===== config.mk =====
export PLATFORM = sky130hd
export DESIGN_NAME = lo_sequencer
export DESIGN_NICKNAME = d
export VERILOG_FILES = /design/src/rtl/lo_sequencer_pkg.sv /design/src/rtl/lo_phase_lut.sv /design/src/rtl/lo_sequencer.sv
export VERILOG_INCLUDE_DIRS = /design/src /design/src/rtl
export SDC_FILE = /design/constraint.sdc
export NUM_CORES = 1
export LEC_CHECK = 0
export ABC_AREA = 0
export BUFFER_PORTS_ARGS = -buffer_cell sky130_fd_sc_hd__buf_2
export CORE_MARGIN = 10
export CORE_UTILIZATION = 44
export DETAILED_ROUTE_END_ITERATION = 10
export PLACE_DENSITY = 0.78
export RECOVER_POWER = 100
export SLEW_MARGIN = 30
export SYNTH_ARGS = -nofsm -noshare
export SYNTH_HDL_FRONTEND = slang
export SYNTH_SLANG_ARGS = --single-unit

===== constraint.sdc =====
create_clock -name clk -period 1.5 [get_ports clk]
set_input_delay 0.3 -clock clk [delete_from_list [all_inputs] [get_ports clk]]
set_output_delay 0.3 -clock clk [all_outputs]
set_load 0.01 [all_outputs]

===== src/rtl/parameters.vh =====
// Shared widths, LO code constants and FSM encodings for the LO sequencer.
// Included once, inside lo_sequencer_pkg.
`ifndef LO_PARAMETERS_VH
`define LO_PARAMETERS_VH

`define T_BITS 16
`define F_BITS 14

localparam logic [1:0] LO_POS  = 2'b01;
localparam logic [1:0] LO_NEG  = 2'b10;
localparam logic [1:0] LO_ZERO = 2'b00;

localparam logic [1:0] ST_IDLE  = 2'd0;
localparam logic [1:0] ST_RUN   = 2'd1;
localparam logic [1:0] ST_DRAIN = 2'd2;

`endif


===== src/rtl/lo_sequencer_pkg.sv =====
// Types and constants for the fs/4 LO sequencer (optional quadrature: LO_QUAD_EN).
package lo_sequencer_pkg;

`include "parameters.vh"

  localparam int T_W = `T_BITS;
  localparam int F_W = `F_BITS;

  typedef enum logic [1:0] {
    S_IDLE  = ST_IDLE,
    S_RUN   = ST_RUN,
    S_DRAIN = ST_DRAIN
  } state_t;

endpackage


===== src/rtl/lo_phase_lut.sv =====
// Combinational phase -> LO code map: fs/4 cosine, plus fs/4 -sine when LO_QUAD_EN is defined.
module lo_phase_lut
  import lo_sequencer_pkg::*;
(
  input  logic [1:0] phase,
`ifdef LO_QUAD_EN
  output logic [1:0] lo_q_code,
`endif
  output logic [1:0] lo_i_code
);

  always_comb begin
    lo_i_code = LO_ZERO;
    case (phase)
      2'd0:    lo_i_code = LO_POS;
      2'd2:    lo_i_code = LO_NEG;
      default: lo_i_code = LO_ZERO;
    endcase
  end

`ifdef LO_QUAD_EN
  always_comb begin
    lo_q_code = LO_ZERO;
    case (phase)
      2'd1:    lo_q_code = LO_NEG;
      2'd3:    lo_q_code = LO_POS;
      default: lo_q_code = LO_ZERO;
    endcase
  end
`endif

endmodule


===== src/rtl/lo_sequencer.sv =====
// Pairs interpolator samples with an fs/4 LO code for the mixer; 1-cycle latency, valid/ready on both sides.
// Optional quadrature output lo_q_o is built only when LO_QUAD_EN is defined.
module lo_sequencer
  import lo_sequencer_pkg::*;
#(
  parameter logic [1:0] PHASE_INIT = 2'd0
) (
  input  logic                clk,
  input  logic                rst,
  input  logic                en_i,
  input  logic                samp_valid_i,
  input  logic [`T_BITS-1:0]  samp_i,
  output logic                samp_ready_o,
  output logic [`T_BITS-1:0]  mix_samp_o,
  output logic [1:0]          lo_o,
  output logic                mix_valid_o,
  input  logic                mix_ready_i,
  output logic [1:0]          phase_o,
  output logic [7:0]          period_cnt_o,
`ifdef LO_QUAD_EN
  output logic [1:0]          lo_q_o,
`endif
  output logic                busy_o
);

  state_t state, state_nxt;
  logic   accept;
  logic   consume;
  logic   run_entry;
  logic [1:0] lo_i_code;
`ifdef LO_QUAD_EN
  logic [1:0] lo_q_code;
`endif

  lo_phase_lut u_lut (
    .phase     (phase_o),
`ifdef LO_QUAD_EN
    .lo_q_code (lo_q_code),
`endif
    .lo_i_code (lo_i_code)
  );

  always_ff @(posedge clk or posedge rst) begin
    if (rst) state <= S_IDLE;
    else     state <= state_nxt;
  end

  always_comb begin
    state_nxt = state;
    case (state)
      S_IDLE:  if (en_i) state_nxt = S_RUN;
      S_RUN:   if (!en_i) state_nxt = S_DRAIN;
      S_DRAIN: if (!mix_valid_o) state_nxt = en_i ? S_RUN : S_IDLE;
      default: state_nxt = S_IDLE;
    endcase
  end

  always_comb begin
    busy_o       = (state == S_RUN) || (state == S_DRAIN);
    samp_ready_o = (state == S_RUN) && (!mix_valid_o || mix_ready_i);
  end

  assign accept    = samp_ready_o && samp_valid_i;
  assign consume   = mix_valid_o && mix_ready_i;
  assign run_entry = (state != S_RUN) && (state_nxt == S_RUN);

  // Acceptance only happens in RUN, so it never collides with a RUN entry reload.
  always_ff @(posedge clk or posedge rst) begin
    if (rst) begin
      phase_o      <= PHASE_INIT;
      period_cnt_o <= 8'd0;
    end else if (run_entry) begin
      phase_o      <= PHASE_INIT;
    end else if (accept) begin
      phase_o      <= phase_o + 2'd1;
      if (phase_o == 2'd3) period_cnt_o <= period_cnt_o + 8'd1;
    end
  end

  always_ff @(posedge clk or posedge rst) begin
    if (rst) begin
      mix_valid_o <= 1'b0;
      mix_samp_o  <= '0;
      lo_o        <= LO_ZERO;
    end else if (accept) begin
      mix_valid_o <= 1'b1;
      mix_samp_o  <= samp_i;
      lo_o        <= lo_i_code;
    end else if (consume) begin
      mix_valid_o <= 1'b0;
      lo_o        <= LO_ZERO;
    end
  end

`ifdef LO_QUAD_EN
  always_ff @(posedge clk or posedge rst) begin
    if (rst)          lo_q_o <= LO_ZERO;
    else if (accept)  lo_q_o <= lo_q_code;
    else if (consume) lo_q_o <= LO_ZERO;
  end
`endif

endmodule


==> summary.md <==
| Metric | Value |
|---|---|
| DR vias | `1182` |
| Worst Setup Slack, final | `-0.0783 ns` |
| Ant diodes | `0` |
| CP Launch Type | `register` |
| Routed WL | `3390 um` |
| Cell at the root of the clock tree | `clkbuf_4` |
| FF+latch count, synth | `31` |
| Cell variety after synth | `28` |
| DRT Pass-1 Iters | `4` |
| Worst Path Max Fanout | `3` |
| CP max stage cell | `dfrtp_1` |
| Final net count | `243` |
| Post-synth top area cell | `dfrtp_1` |
| Row count | `20` |
| Ys flop type | `dfrtp_1` |
| GRT overflow | `0` |
| Core ar. | `3130 um^2` |
| Antenna-violating nets left | `0` |
| Slew Viols, Final | `0` |
| Fill cell count | `309` |
| Fraction of registers with async set/reset | `100%` |
| Peak Freq | `634 MHz` |
| RSZ-0062 raised after global routing | `yes` |
| Inserted Clock Buffers | `5` |
| Die extent in y | `77.7 um` |
| Failing checks | `negative setup slack` |
| Post-DR vias/cell | `4.60` |
| DRC errors left | `0` |
| Most area-consuming cells after synthesis | `dfrtp_1 53%, nand2_1 15%, ha_1 7.7%` |
| I/O pins | `52` |
| Slew headroom | `50.1%` |
| CP dominant cell by count | `buf_6` |
| Die width | `77.7 um` |
| Count leader, synth | `nand2_1` |
| CTS tree | `done` |
| Syn nets | `175` |
| Die area | `6030 um^2` |
| Worst hold path class | `in2reg` |
| Worst EP required | `1.20 ns` |
| PortBufs | `51` |
| Worst Path Arrival | `1.28 ns` |
| Worst Tran Pin Value | `0.748 ns` |
| Leading cell types by count after synthesis | `60 x nand2_1, 31 x dfrtp_1, 9 x ha_1` |
| Hold Vio Cnt, Final | `0` |
| Synthesized cell area | `1460 um^2` |
| Final setup violation count | `4` |
| P per Cell Area | `1770 nW/um^2` |
| Max_cap viols | `0` |
| Register area share after synthesis | `53.0%` |
| VDD IR max | `0.000655 V` |
| Yosys top cell area share | `53.0%` |
| Period utilization | `105%` |
| CTS clock-pin slew for the worst setup and hold paths | `0.09 ns` |
| CP Class | `reg2out` |
| Core Util, Final | `60.6%` |
| Clock Latency Late Sink | `0.33 ns` |
| Hpwl dp | `2630 um` |
| Crit path time final | `1.58 ns` |
| Area Overhead vs Synth | `29.6%` |
| Vias in the first global route | `1306` |
| Cells along the critical path | `ha_4 > buf_6 > and2_4 > buf_6` |
| RD Place Congestion | `0.823` |
| Critical path endpoint category | `output pin` |
| Syn. warnings | `0` |
| Initial drt markers | `41` |
| Lkg Pwr | `0.997 nW` |
| Outcome | `finished, violations left` |
| Largest net degree at the start of global routing | `32` |
| Total power | `3.37 mW` |
| Clock skew | `0.00638 ns` |
| Routed length per placed instance | `13.2 um` |
| Initial core utilization | `46.8%` |
| Initial antenna violation count | `0` |
| # clock sinks | `31` |
| Gr usage total | `11.7%` |
| Post-Syn Instances | `145` |
| CTS HTree Levels | `2` |
| Syn Area/Cell | `10.1 um^2` |
| Largest stage delay, worst path | `0.43 ns` |
| Non-filler cells, final | `257` |
| CTS max path bufs | `2` |
| EDFF count, synth | `0` |
| First-pass GRT wire length | `5890 um` |
| # placed instances | `246` |
| Ratio of cells with drive above 1 in the final layout | `27.7%` |
[power by group]
part | switching (mW) | internal, mW
sequential | 0.189 | 1.13
combinational | 0.853 | 0.713
clock | 0.269 | 0.217
total | 1.31 | 2.06
[worst paths after layout]
| check | from | end | slack, ns | cells past startpoint |
|---|---|---|---|---|
| worst min-delay path | samp_i[14] | mix_samp_o[14] | 0.16 | 3 |
| max in group asynchronous | rst | state[1] | 0.82 | 3 |
| worst max register to register | state[1] | phase_o[0] | -0.07 | 5 |
| worst min register to register | period_cnt_o[7] | period_cnt_o[7] | 0.47 | 1 |
| worst max-delay path | state[0] | samp_ready_o | -0.08 | 4 |
| min in group asynchronous | rst | lo_o[1] | 0.17 | 3 |
[routing by layer]
metal / wire length [um] / track usage, % / up-vias
li1: - / - / 592
met2: 1580 / 19.7 / 36
met1: 1480 / 12.4 / 549
met4: 33 / 3.83 / 0
met3: 288 / 6.22 / 5
met5: 0 / 0 / -
[state kept, by name, indices dropped and copies added, names as in the netlist]
| register | cells |
|---|---|
| mix_samp_o | 16 |
| period_cnt_o | 8 |
| lo_o | 2 |
| phase_o | 2 |
| state | 2 |
| mix_valid_o | 1 |
[through the flow]
stage               hold slack [ns]  setup TNS [ns]  setup slack (ns)  area [um^2]
floorplan                     0.403         -0.0171           -0.0171         1470
global placement              0.391               0            0.0261         1820
detailed placement            0.396         -0.0812           -0.0492         1820
CTS                          0.0277          -0.293           -0.0945         1930
global route                  0.151          -0.435            -0.126         1900
finish                        0.157          -0.278           -0.0783         1900
[area by class of cell]
cell class / count / area [um^2] / share of cell area [%]
clock buffer: 6 / 51.3 / 2.70
tap: 44 / 55.1 / 2.90
clock inverter: 1 / 5.00 / 0.264
inverter: 6 / 25.0 / 1.32
timing repair buffer: 66 / 342 / 18.0
multi-input combinational: 103 / 642 / 33.8
sequential: 31 / 777 / 41.0
[worst max-delay path, delay by kind of cell (launching register included)]
family,cells,cell delay (ns)
and+or+nand+nor,1,0.12
DFF,1,0.43
buffers and inverters,2,0.22
adders and majority gates,1,0.18
[timing repair]
| item | CTS | global route |
|---|---|---|
| gates cloned | 0 | 0 |
| setup endpoints to repair | 4 | 15 |
| buffers inserted | 4 | 0 |
| gates resized for setup | 4 | 2 |
| hold buffers | 0 | 0 |
| pin swaps | 1 | 1 |
[logic make-up after synthesis]
family / synth area share [%]
fa+ha+maj: 7.69
xor+xnor: 4.79
buf+inv: 4.70
simple gates: 22.3
mux: 1.79
flops: 53.0
compound gates: 5.73
[cell usage in the layout (no fill, tap or decap), types with 2 or more instances in the layout]
master and count:
nand2_1 60, dfrtp_1 30, clkbuf_1 27, buf_2 23
buf_4 13, ha_1 7, nand3_1 6, xnor2_1 6
inv_1 5, clkbuf_4 5, xor2_1 2, and3_1 2
buf_6 2
(Power assumes the default switching activity.)
